## src/rtl/cap_pkg.sv

```systemverilog
// Shared capture/dump definitions: RAM geometry, channel count and dump FSM states.
package cap_pkg;

    localparam int ENTRIES = 384;
    localparam int LOG2    = 9;
    localparam int NUM_CH  = 5;

    typedef enum logic [2:0] {
        IDLE,
        READ,
        RDWAIT,
        SEND,
        TXWAIT,
        DONE
    } dump_state_t;

endpackage

```

## src/rtl/circ_addr_cnt.sv

```systemverilog
// Load/increment address counter for a circular RAM of ENTRIES words.
// Wraps from ENTRIES-1 back to 0, so addresses past the RAM depth never appear.
module circ_addr_cnt
    import cap_pkg::*;
#(
    parameter int ENTRIES_P = ENTRIES,
    parameter int LOG2_P    = LOG2
) (
    input  logic              clk,
    input  logic              rst_n,
    input  logic              load,
    input  logic [LOG2_P-1:0] load_val,
    input  logic              inc,
    output logic [LOG2_P-1:0] cnt
);

    always_ff @(posedge clk or negedge rst_n) begin
        if (!rst_n) begin
            cnt <= '0;
        end else if (load) begin
            cnt <= load_val;
        end else if (inc) begin
            cnt <= (cnt == LOG2_P'(ENTRIES_P - 1)) ? '0 : cnt + 1'b1;
        end
    end

endmodule

```

## src/rtl/dump_cntrl.sv

```systemverilog
// Streams one channel's circular capture RAM to the UART, oldest sample first.
// One byte at a time: read, wait out RAM latency, strobe UART, wait for tx_done.
module dump_cntrl
    import cap_pkg::*;
#(
    parameter int ENTRIES_P = ENTRIES,
    parameter int LOG2_P    = LOG2,
    parameter int NUM_CH_P  = NUM_CH
) (
    input  logic              clk,
    input  logic              rst_n,
    input  logic              dump_start,
    input  logic [2:0]        dump_chan,
    input  logic [LOG2_P-1:0] cap_waddr,
    output logic              ren,
    output logic [LOG2_P-1:0] raddr,
    output logic [2:0]        rch,
    input  logic [7:0]        rdata,
    output logic [7:0]        tx_data,
    output logic              trmt,
    input  logic              tx_done,
    output logic              dump_busy,
    output logic              dump_done,
    output logic              dump_err
);

    // One extra bit so a count of exactly ENTRIES fits for any depth.
    localparam int CNT_W = LOG2_P + 1;

    dump_state_t      state;
    logic [CNT_W-1:0] byte_cnt;
    logic             chan_ok;
    logic             accept;
    logic             advance;
    logic             last_byte;

    assign chan_ok   = int'(dump_chan) < NUM_CH_P;
    assign accept    = (state == IDLE) && dump_start && chan_ok;
    assign advance   = (state == TXWAIT) && tx_done;
    assign last_byte = (byte_cnt == CNT_W'(ENTRIES_P - 1));

    circ_addr_cnt #(
        .ENTRIES_P (ENTRIES_P),
        .LOG2_P    (LOG2_P)
    ) u_raddr (
        .clk      (clk),
        .rst_n    (rst_n),
        .load     (accept),
        .load_val (cap_waddr),
        .inc      (advance),
        .cnt      (raddr)
    );

    // Outputs are set on the transition into the state they belong to.
    always_ff @(posedge clk or negedge rst_n) begin
        if (!rst_n) begin
            state     <= IDLE;
            byte_cnt  <= '0;
            rch       <= '0;
            tx_data   <= '0;
            ren       <= 1'b0;
            trmt      <= 1'b0;
            dump_busy <= 1'b0;
            dump_done <= 1'b0;
            dump_err  <= 1'b0;
        end else begin
            ren       <= 1'b0;
            trmt      <= 1'b0;
            dump_done <= 1'b0;
            dump_err  <= 1'b0;
            case (state)
                IDLE: begin
                    if (dump_start) begin
                        if (chan_ok) begin
                            rch       <= dump_chan;
                            byte_cnt  <= '0;
                            ren       <= 1'b1;
                            dump_busy <= 1'b1;
                            state     <= READ;
                        end else begin
                            dump_err <= 1'b1;
                        end
                    end
                end
                READ: begin
                    state <= RDWAIT;
                end
                RDWAIT: begin
                    tx_data <= rdata;
                    trmt    <= 1'b1;
                    state   <= SEND;
                end
                SEND: begin
                    state <= TXWAIT;
                end
                TXWAIT: begin
                    if (tx_done) begin
                        byte_cnt <= byte_cnt + 1'b1;
                        if (last_byte) begin
                            dump_done <= 1'b1;
                            state     <= DONE;
                        end else begin
                            ren   <= 1'b1;
                            state <= READ;
                        end
                    end
                end
                DONE: begin
                    dump_busy <= 1'b0;
                    state     <= IDLE;
                end
                default: begin
                    dump_busy <= 1'b0;
                    state     <= IDLE;
                end
            endcase
        end
    end

endmodule
```

## config.mk

```make
export PLATFORM = sky130hd
export DESIGN_NAME = dump_cntrl
export DESIGN_NICKNAME = d
export VERILOG_FILES = /design/src/rtl/cap_pkg.sv /design/src/rtl/circ_addr_cnt.sv /design/src/rtl/dump_cntrl.sv
export SDC_FILE = /design/constraint.sdc
export NUM_CORES = 1
export LEC_CHECK = 0
export BUFFER_PORTS_ARGS = -buffer_cell sky130_fd_sc_hd__buf_2
export CAP_MARGIN = 20
export CORE_ASPECT_RATIO = 0.6
export CORE_UTILIZATION = 43
export DETAILED_ROUTE_END_ITERATION = 10
export GPL_ROUTABILITY_DRIVEN = 0
export PLACE_DENSITY_LB_ADDON = 0.08
export SYNTH_ARGS = -nofsm -noshare
export SYNTH_HDL_FRONTEND = slang
export SYNTH_SLANG_ARGS = --single-unit
```

## constraint.sdc

```tcl
create_clock -name clk -period 2.3 [get_ports clk]
set_input_delay 0.46 -clock clk [delete_from_list [all_inputs] [get_ports clk]]
set_output_delay 0.46 -clock clk [all_outputs]
set_load 0.02 [all_outputs]
```

Word level (Yosys, flattened, before mapping)
Index checks and enable logic that the tools add are counted.

Output and inout bits: 25. Bits in registers: 38. Input port bits: 24. Word-level logic and storage cells: 61.

Eq/ne operators: 9. $add $sub $neg: 2. Mux-type cells: 27. Bitwise gates (word level): 1. Order comparisons: 1. Reduce and logical (&&, ||, !) cells: 11.

Operator list (number): $mux 10 (3); $mux 9 (3); $pmux 10 s2 (1); $pmux 3 s5 (1); $mux 1 (13); $mux 3 (4); $add 10x1->10 const B (1); $eq 10x9->1 const B (1); $add 9x1->9 const B (1); $eq 9x9->1 const B (1); $reduce_and 3->1 (3); $eq 3x2->1 const B (2); $ne 2x2->1 const B (3); $pmux 1 s2 (2); $reduce_and 4->1 (1); $reduce_bool 2->1 (2); $reduce_or 4->1 (1); $eq 3x1->1 const B (1); $eq 3x3->1 const B (1); $logic_and 1x1->1 (3); $logic_not 3->1 (1); $lt 3x3->1 const B (1); $not 1->1 (1).

Depth between registers and ports, before layout
Gate-level depths: netlist of the first run.

Depth in word-level cells: 4. Gate-level depth with buffers: 6. Gate-level depth less buffers: 5.

Hierarchy
A second synthesis of the first run with hierarchy kept.

Cells, all modules: 168. Area total of the unflattened synthesis: 1846.8 um^2.

By module, submodules not included: dump_cntrl (area each 1278.7 um^2, sequential area each 725.7 um^2, instances 1, cells each 106); circ_addr_cnt (area each 568.0 um^2, sequential area each 225.2 um^2, instances 1, cells each 62).

Least setup slack after synthesis of the first run
OpenSTA, ideal clock, no wires.

Path type: register to register. Start: register state[1]. End: register u_raddr.cnt[0]. Arrival: 1534 ps. Clock period less this slack: 1660 ps. Slack: 640 ps. Stages on the path, launching flop included: 6. Setup time: 126 ps. Path buffers: 1. Required time: 2174 ps. Path through: dfrtp_1 > buf_6 > or4b_4 > nor2b_4 > nor2_1 > a221o_1.

Cells in the longest elaborated chain, start to end: 4. Elaborated cells on any way between the ends: 7. Those cells by class: eq/ne (1); mux (1); reduce/logical (5).

RTL lines: start, declared (RTL line dump_cntrl.sv:30) `dump_state_t state;`; start signal, assigned (RTL line dump_cntrl.sv:57) `state <= IDLE;`; start signal, assigned (RTL line dump_cntrl.sv:79) `state <= READ;`; start signal, assigned (RTL line dump_cntrl.sv:86) `state <= RDWAIT;`; $logic_not 3->1 (RTL line dump_cntrl.sv:38) `assign accept = (state == IDLE) && dump_start && chan_ok;`; $logic_and 1x1->1 (2 in series) (RTL line dump_cntrl.sv:38); $mux 9 / $reduce_bool 2->1 (equally long branches); end signal, assigned (RTL line circ_addr_cnt.sv:21) `cnt <= load_val;`; end signal, assigned (RTL line circ_addr_cnt.sv:23) `cnt <= (cnt == LOG2_P'(ENTRIES_P - 1)) ? '0 : cnt + 1'b1;`; end, declared (RTL line circ_addr_cnt.sv:14) `output logic [LOG2_P-1:0] cnt`.

Parallel ways exist; a longest one is shown, timed or not. A chain may end at the register's enable or synchronous reset.

Worst setup path after layout of the first run
Start: register state[0]. End: register u_raddr.cnt[7].

Same word-level chain as after synthesis.

==> flow_summary_export.csv, run 1 <==
group,metric,value,unit
timing,fin_setup_tns,0,ps
critical_path,cp_slowest_cell,"nand4bb_1",
global_route,grt_pass1_vias,1371,
timing,tightest_slew,823,ps
detailed_routing,met2_wirelength,1700,um
global_route,grt_start_max_net_pins,39,
timing,period_share,79.7,%
place,dp_slack,482,ps
synth,synth_edf_count,0,
synth,syn_avg_cell_area,10.6,um^2
critical_path,cp-start-kind,"flop",
die,die-area,4440,um^2
timing,setup_slack,466,ps
synth,yosysWarnings,0,
detailed_routing,wirelength,4070,um
die,row_count,17,
clock_tree,ctsResizeCount,0,
flow_run,maxCapViolations,0,
clock_tree,cts.sinks,38,
clock_tree,cts_hold_buf,0,
synth,yosysUniqueCellTypes,40,
synth,ys_seq_elements,38,
cells_and_area,area_growth,20.9,%
die,core,3830,um^2
global_route,grt_pass1_wl,6500,um
timing,slew_headroom,45.1,%
timing,hold_violations,0,
timing,rsz0062_at_grt,"false",
pwr,p_leak,1.02,nW
timing,finClkSkew,4.89,ps
clock_tree,cts_max_level,2,
pwr,ir_drop,0.641,mV
cells_and_area,diodes,0,
critical_path,path_cells,"nand4bb_1 -> nor4_1 -> nand3b_1 -> o211ai_1",
die,pin_count,49,
cells_and_area,final.fill_count,328,
place,port_buffers,48,
synth,synth.yosys.seq_area_share,53.0,%
detailed_routing,drc,0,
timing,finalSetupViolations,0,
outcome,status,"complete, no violations",
cells_and_area,nets,245,
die,die_w,85.4,um
timing,fmax,0.545,GHz
critical_path,cp_num_buf_inv,0,
timing,finalCriticalPeriod,1830,ps
critical_path,arrival,2040,ps
detailed_routing,first_pass_iters,4,
critical_path,cp_top_family,"simple AND/OR/NAND/NOR gates",
timing,whs,263,ps
clock_tree,cts_tree,"yes",
detailed_routing,vias_per_cell,5.51,
clock_tree,cts-buffers-inserted,5,
global_route,grt.overflow.total,0,
detailed_routing,vias,1472,
hold_path,hp-class,"primary input to asynchronous set/reset pin",
timing,slew_viol_final,0,
cells_and_area,drive_gt1_share,32.7,%
die,initial_utilization,46.8,%
detailed_routing,wl_met1,2010,um
place,place_hpwl,2970,um
synth,async_flop_share,100,%
synth,postSynthCellCount,169,
synth,ys.flop_type,"dfrtp_1",
critical_path,timing.critical_path.required,2510,ps
critical_path,crit_fanout,9,
clock_tree,postCtsSetupBuffers,0,
global_route,antenna_found_initial,0,
synth,syn_area,1790,um^2
global_route,grt_util_all_layers,20.1,%
clock_tree,clk_pin_slew,80,ps
critical_path,cp-end-kind,"flop",
critical_path,critical_path_class,"flop to flop",
detailed_routing,wl_met3,302,um
pwr,total_power,2.78,mW
pwr,powerDensity,1280,nW/um^2
detailed_routing,drtIter0Drc,96,
clock_tree,ctsLongestPathBuffers,2,
critical_path,cpPeakStageDelay,550,ps
die,die_height,52.0,um
clock_tree,clockRootBuffer,"clkbuf_8",
detailed_routing,top_layer,"met4",
synth,syn-num-nets,195,
cells_and_area,multi_input_area,782,um^2
detailed_routing,antenna_left,0,
cells_and_area,seq_area,951,um^2
detailed_routing,routedWlPerCell,15.2,um
clock_tree,clk_latency,290,ps
flip-flops by register name, summed over array words and instances, names as in the netlist:
| register | flops |
|---|---|
| ren | 1 |
| dump_err | 1 |
| byte_cnt | 10 |
| u_raddr.cnt | 9 |
| rch | 3 |
| dump_done | 1 |
| state | 3 |
| trmt | 1 |
| dump_busy | 1 |
| tx_data | 8 |
placed cells by master (no fill, tap or decap), types with 3 or more instances in the layout:
cell type  netlist  final
nand2_1         28     28
buf_2            3     48
nand4_1          5      5
buf_4            2      3
o211ai_1         4      4
clkbuf_8         0      5
nor3_1           4      4
xor2_1           6      6
dfrtp_1         38     38
nand3_1          7      7
xnor2_1          3      3
mux2_2           9      9
o21ai_0          9      9
nor2_1          16     16
power breakdown:
part | switching (mW) | internal [mW]
Sequential | 0.249 | 0.905
Clock | 0.233 | 0.319
Combinational | 0.606 | 0.463
Total | 1.09 | 1.69
worst paths after layout:
| path | from | to | slack [ps] | cells after the start |
|---|---|---|---|---|
| worst max-delay path | state[0] | u_raddr.cnt[7] | 470 | 4 |
| worst min-delay path | rst_n | u_raddr.cnt[7] | 260 | 1 |
| worst max register to register | state[0] | u_raddr.cnt[7] | 470 | 4 |
| worst min register to register | dump_busy | dump_busy | 500 | 1 |
| max in group asynchronous | rst_n | tx_data[5] | 1520 | 1 |
| min in group clk | cap_waddr[6] | u_raddr.cnt[6] | 380 | 3 |
Yosys cell counts, types with 3 or more instances:
cell	number	share of area [%]
nand3_1	7	2.0
nand2_1	28	5.9
nor2_1	16	3.3
buf_2	3	0.84
xor2_1	6	2.9
o211ai_1	4	1.7
o21ai_0	9	2.5
dfrtp_1	38	53
nor3_1	4	1.1
xnor2_1	3	1.5
mux2_2	9	5.7
nand4_1	5	1.7
cell families (layout without fill, tap and decap cells):
logic type,count (synthesis),count (layout),share of synthesized area [%]
xor+xnor,9,9,4.40
mux,9,9,5.65
buf+inv,9,60,3.35
simple gates,75,75,21.7
compound gates,27,27,10.5
fa+ha+maj,2,2,1.40
flops,38,38,53.0
through the flow:
step,cell area (um^2),instances,util (%)
5_1_grt,2170,267,56.6
2_1_floorplan,1790,169,-
4_1_cts,2170,267,56.6
6_report,2170,267,56.6
3_3_place_gp,2060,259,53.8
3_5_place_dp,2060,259,53.8
cell type report:
type | instances | share of cell area, %
Sequential cell | 38 | 43.9
Multi-Input combinational cell | 122 | 36.1
Timing Repair Buffer | 51 | 12.1
Clock buffer | 5 | 3.18
Tap cell | 47 | 2.71
Clock inverter | 3 | 1.85
Inverter | 1 | 0.173
layer usage:
layer / global-route usage [%] / up-vias
met2: 30.6 / 54
met5: 0 / -
met4: 8.61 / 0
met3: 6.03 / 9
met1: 26.8 / 706
li1: - / 703
(Power assumes the default switching activity.)
==> inputs of run 2 (changes only) <==
==> constraint.sdc (replaced) <==
create_clock -name clk -period 1.6 [get_ports clk]
set_input_delay 0.32 -clock clk [delete_from_list [all_inputs] [get_ports clk]]
set_output_delay 0.32 -clock clk [all_outputs]
set_load 0.02 [all_outputs]
==> run 2 against run 1 <==
  * The run now ends with setup timing left
  * Final cell count grew 7.9%
  * Power increased by 50%
  * Hold slack got worse by 180 ps
  * Count of clock-buffer cells in the layout grew 1
  * Cell area rose by 9.5%
  * Clock power is 20% higher
  * Die area stayed put
  * Setup slack lost 490 ps
  * Critical path depth unchanged
  * Core utilization rose by 5.4 points
  * Routed wire length grew 5.0%
  * Via count is 4.2% higher
  * Critical endpoint is now u_raddr.cnt[0]
  * Largest power group is now combinational logic
==> flow_summary_export.csv, run 2 (same netlist as run 1, synthesis figures left out) <==
group,metric,value,unit
critical_path,crit_fanout,4,
timing,rsz0062_at_grt,"true",
hold_path,hp-class,"primary input to asynchronous set/reset pin",
clock_tree,ctsLongestPathBuffers,2,
clock_tree,cts_hold_buf,0,
die,die-area,4440,um^2
cells_and_area,top_regs,"byte_cnt (10), u_raddr.cnt (9), tx_data (8)",
cells_and_area,top_register,"byte_cnt",
detailed_routing,vias_per_cell,5.33,
cells_and_area,largest_reg_flops,10,
global_route,grt_start_max_net_pins,39,
pwr,powerDensity,1750,nW/um^2
global_route,grt_util_all_layers,21.0,%
cells_and_area,area_growth,32.4,%
global_route,antenna_found_initial,0,
cells_and_area,final_cell_mix,"buf_2 (48), dfrtp_1 (38), nand2_1 (28)",
cells_and_area,nets,268,
place,port_buffers,48,
timing,setup_slack,-23.2,ps
timing,slew_viol_final,0,
flow_run,maxCapViolations,0,
pwr,p_leak,1.13,nW
cells_and_area,diodes,0,
timing,fmax,0.616,GHz
critical_path,arrival,1800,ps
timing,tightest_slew,495,ps
cells_and_area,drive_gt1_share,41.5,%
clock_tree,cts_tree,"yes",
die,pin_count,49,
place,place_hpwl,3140,um
die,initial_utilization,46.8,%
detailed_routing,routedWlPerCell,14.8,um
die,die_w,85.4,um
timing,finalCriticalPeriod,1620,ps
critical_path,cp-end-kind,"flop",
global_route,grt_pass1_wl,6840,um
pwr,total_power,4.16,mW
die,core,3830,um^2
detailed_routing,vias,1534,
clock_tree,cts-buffers-inserted,5,
detailed_routing,first_pass_iters,4,
clock_tree,clk_pin_slew,70,ps
critical_path,reg2reg_to,"u_raddr.cnt[0]",
clock_tree,cts_max_level,2,
critical_path,r2r_start,"state[2]",
timing,period_share,101,%
clock_tree,clk_latency,290,ps
detailed_routing,drc,0,
critical_path,r2r_slack,-20,ps
global_route,grt.overflow.total,0,
detailed_routing,drtIter0Drc,54,
place,dp_slack,-12.9,ps
critical_path,worstRegToRegCells,4,
outcome,violations,"setup timing",
clock_tree,cts.sinks,38,
detailed_routing,wirelength,4270,um
cells_and_area,final_common_cell,"buf_2",
critical_path,timing.critical_path.required,1770,ps
timing,hold_violations,0,
critical_path,cp-start-kind,"flop",
timing,slew_headroom,67.0,%
global_route,grt_pass1_vias,1474,
outcome,status,"finished, violations left",
timing,finClkSkew,6.10,ps
timing,finalSetupViolations,1,
clock_tree,clockRootBuffer,"clkbuf_8",
place,dpl_cell_area,2210,um^2
die,die_height,52.0,um
critical_path,critical_path_class,"flop to flop",
die,row_count,17,
cells_and_area,fin_area,2370,um^2
detailed_routing,antenna_left,0,
pwr,ir_drop,0.758,mV
timing,whs,79.7,ps
==> run 2: worst max-delay path: stages, from the launching register on <==
cell and delay [ps]:
dfrtp_1 380, or4b_4 570, nor2b_4 200, nor2_2 60, a221o_1 300
==> run 2: metal layers <==
metal  up-vias  track usage [%]  wire (um)
met5         -                0          0
met4         0             8.61         56
met3         6             5.71        194
met2        45             32.3       1970
met1       737             28.4       2050
li1        746                -          -
==> run 2: worst max-delay path by stage <==
stage | startpoint | end | cells after the start
2_1_floorplan | state[0] | u_raddr.cnt[3] | 5
3_3_place_gp | state[0] | u_raddr.cnt[0] | 4
3_5_place_dp | state[0] | u_raddr.cnt[0] | 4
4_1_cts | state[1] | u_raddr.cnt[0] | 4
5_1_grt | state[2] | u_raddr.cnt[0] | 4
6_report | state[2] | u_raddr.cnt[0] | 4
==> run 2: cell type report <==
cell class / instances / area (um^2)
well taps: 47 / 58.8
flip-flops and latches: 38 / 951
clock buffers: 6 / 82.6
fillers: 342 / 1460
multi-input cells: 122 / 831
inverters: 1 / 3.75
repair buffers: 74 / 447
==> run 2: repair_timing <==
item / 4_1_cts / 5_1_grt
gates resized for setup: 0 / 12
setup endpoints to repair: 2 / 15
pin swaps: 1 / 5
setup buffers: 1 / 2
hold endpoints to repair: 0 / 0
==> run 2: where the power goes <==
group          switching [mW]  total, mW  leakage (nW)  internal, mW
clock                   0.329      0.662        0.0431         0.333
sequential              0.218       1.52         0.485          1.30
combinational            1.07       1.98         0.605         0.908
total                    1.62       4.16          1.13          2.54
==> run 2: through the flow <==
stage | utilization (%) | std cells | TNS [ps]
floorplan | - | 169 | -290
global placement | 57.8 | 279 | 0
detailed placement | 57.8 | 279 | -12.9
CTS | 60.2 | 286 | -9.68
global route | 62.0 | 288 | -308
finish | 62.0 | 288 | -23.2
==> inputs of run 3 (changes only) <==
--- a/config.mk
+++ b/config.mk
@@ -5,6 +5,7 @@
 export SDC_FILE = /design/constraint.sdc
 export NUM_CORES = 1
 export LEC_CHECK = 0
+export ABC_AREA = 1
 export BUFFER_PORTS_ARGS = -buffer_cell sky130_fd_sc_hd__buf_2
 export CAP_MARGIN = 20
 export CORE_ASPECT_RATIO = 0.6
==> run 3 against run 2 <==
  * The run now ends clean
  * Non-clock buffer count is 14 lower
  * Count of clock-buffer cells in the layout stayed put
  * Clock skew hardly changed
  * Routed wire length is 0.87% higher
  * Final cell count is 31% higher
  * Register-to-register slack better by 180 ps
  * Synthesized cell count is 49% higher
  * Maximum frequency is 13% higher
  * Largest power group unchanged
==> flow_summary_export.csv, run 3 <==
group,metric,value,unit
pwr,total_power,4.43,mW
synth,yosysWarnings,0,
synth,ys_top_cells_by_count,"nand2_1 (101), dfrtp_1 (38), inv_1 (24)",
synth,yosysMostFrequentCell,"nand2_1",
clock_tree,cts_hold_buf,0,
pwr,ir_drop,0.953,mV
pwr,swShare,40.0,%
place,placed_cells,367,
critical_path,critical_path_class,"flop to flop",
clock_tree,clockRootBuffer,"clkbuf_8",
synth,ys.flop_type,"dfrtp_1",
detailed_routing,first_pass_iters,5,
global_route,grtUsageMet3,4.60,%
detailed_routing,routedWlPerCell,11.5,um
critical_path,cp_slowest_cell,"dfrtp_1",
timing,slew_viol_final,0,
flow_run,maxCapViolations,0,
detailed_routing,antenna_left,0,
timing,fmax,0.694,GHz
synth,syn_area,1940,um^2
place,port_buffers,48,
critical_path,cpPeakStageDelay,440,ps
timing,finalSetupViolations,0,
clock_tree,cts-buffers-inserted,5,
pwr,clkPwrFrac,22.6,%
die,die-area,4780,um^2
place,place_hpwl,3240,um
synth,syn-num-nets,278,
synth,yosysTopAreaCell,"dfrtp_1",
cells_and_area,diodes,0,
global_route,antenna_found_initial,0,
outcome,status,"complete, no violations",
critical_path,cp-start-kind,"flop",
synth,postSynthCellCount,252,
die,die_height,54.0,um
clock_tree,cts_tree,"yes",
synth,synth.top_cell.area_share,49.1,%
timing,finalCriticalPeriod,1440,ps
clock_tree,cts.sinks,38,
clock_tree,clk_pin_slew,80,ps
global_route,grt_pass1_wl,7240,um
timing,finClkSkew,5.73,ps
pwr,p_int,2.65,mW
cells_and_area,top_regs,"byte_cnt (10), u_raddr.cnt (9), tx_data (8)",
timing,setup_slack,158,ps
cells_and_area,largest_reg_flops,10,
cells_and_area,top_register,"byte_cnt",
detailed_routing,wirelength,4310,um
cells_and_area,fin_area,2470,um^2
hold_path,hp-class,"primary input to asynchronous set/reset pin",
global_route,grtUsageMet1,31.7,%
cells_and_area,layoutNonFillerInstCount,376,
critical_path,crit_fanout,7,
timing,whs,66.7,ps
cells_and_area,final_common_cell,"nand2_1",
critical_path,cp-end-kind,"flop",
detailed_routing,drc,0,
synth,yosysUniqueCellTypes,25,
cells_and_area,nets,341,
die,die_w,88.6,um
pwr,pwr-share-comb,41.9,%
pwr,p_leak,1.34,nW
pwr,powerDensity,1790,nW/um^2
die,pin_count,49,
synth,synth_edf_count,0,
critical_path,r2r_slack,160,ps
critical_path,path_cells,"ha_1 -> nand3_1 -> nor3_2 -> nand2_1 -> nor4_1",
die,initial_utilization,46.0,%
global_route,grt_start_max_net_pins,39,
global_route,grt_util_all_layers,20.8,%
clock_tree,cts_max_level,2,
die,row_count,18,
cells_and_area,drive_gt1_share,25.9,%
clock_tree,ctsLongestPathBuffers,2,
detailed_routing,vias,1754,
global_route,grt_pass1_vias,1581,
detailed_routing,drtIter0Drc,75,
synth,synth.yosys.seq_area_share,49.1,%
detailed_routing,vias_per_cell,4.66,
timing,fin_setup_tns,0,ps
global_route,busiest_layer,"met1",
critical_path,arrival,1630,ps
synth,async_flop_share,100,%
global_route,grt.overflow.total,0,
synth,syn_avg_cell_area,7.68,um^2
cells_and_area,final_cell_mix,"nand2_1 (101), buf_2 (48), dfrtp_1 (38)",
timing,tightest_slew,477,ps
global_route,grtUsageMet2,28.8,%
pwr,pwr-share-seq,35.4,%
synth,synth.top_cells.by_area,"dfrtp_1 (49%), nand2_1 (20%), nand3_1 (4.9%)",
synth,ys_seq_elements,38,
place,dp_slack,94.2,ps
timing,period_share,90.1,%
pwr,p_switching,1.77,mW
clock_tree,clk_latency,290,ps
cells_and_area,area_growth,27.6,%
timing,slew_headroom,68.2,%
timing,rsz0062_at_grt,"false",
timing,hold_violations,0,
place,dpl_cell_area,2310,um^2
die,core,4210,um^2
cells_and_area,fin_util,58.6,%
critical_path,timing.critical_path.required,1790,ps
-- run 3: cell count changes in the layout (fill, tap and decap cells not counted), sizes merged, moves of 5 or more --
| cell | before | now |
|---|---|---|
| nor2 | 16 | 27 |
| inv | 1 | 26 |
| mux2 | 9 | 0 |
| buf | 74 | 60 |
| nand2 | 28 | 103 |
| o21ai | 9 | 4 |
| nand3 | 7 | 20 |
-- run 3: layout make-up --
class                      count  area (um^2)
clock buffer                   6         82.6
clock inverter                 2         60.1
fill                         403         1740
inverter                      26         97.6
multi-input combinational    184          861
sequential                    38          951
tap                           60         75.1
timing repair buffer          60          343
-- run 3: what timing repair did --
item / in CTS / in global routing
endpoints found under the hold margin: 0 / 0
endpoints found under the setup margin: 0 / 6
gates resized for setup: 0 / 2
setup buffers: 0 / 1
-- run 3: per-layer routing --
layer  vias to the layer above  part of all wire [%]
li1                        920                     -
met1                       779                    54
met2                        53                    39
met3                         2                   6.8
met4                         0                  0.28
met5                         -                     0
-- run 3: critical path, delay by kind of cell (launching register included) --
kind / cells / cell delay (ps)
adder cells (fa/ha/maj): 1 / 240
flip-flops: 1 / 440
AND/OR/NAND/NOR: 4 / 670
-- run 3: power by group through the flow --
stage                     combinational, mW  sequential, mW  clock [mW]
final                                  1.86            1.57        1.00
after global routing                   2.12            1.63        1.06
after CTS                              1.85            1.57        1.03
after detailed placement               1.85            1.58           0
after global placement                 1.83            1.59           0
after floorplan                       0.860            1.91           0
-- run 3: logic make-up after synthesis --
logic type	synth area share, %
compound gates	3.75
xor+xnor	2.26
fa+ha+maj	1.29
buf+inv	6.79
flops	49.1
simple gates	36.8
-- run 3: final timing paths --
path                        startpoint        endpoint  cells after the start
setup / recovery           byte_cnt[0]       dump_done                      5
hold / removal                   rst_n     byte_cnt[5]                      2
setup reg to reg           byte_cnt[0]       dump_done                      5
hold reg to reg             tx_data[3]      tx_data[3]                      2
max in group asynchronous        rst_n  u_raddr.cnt[7]                      2
min in group clk              rdata[3]      tx_data[3]                      3
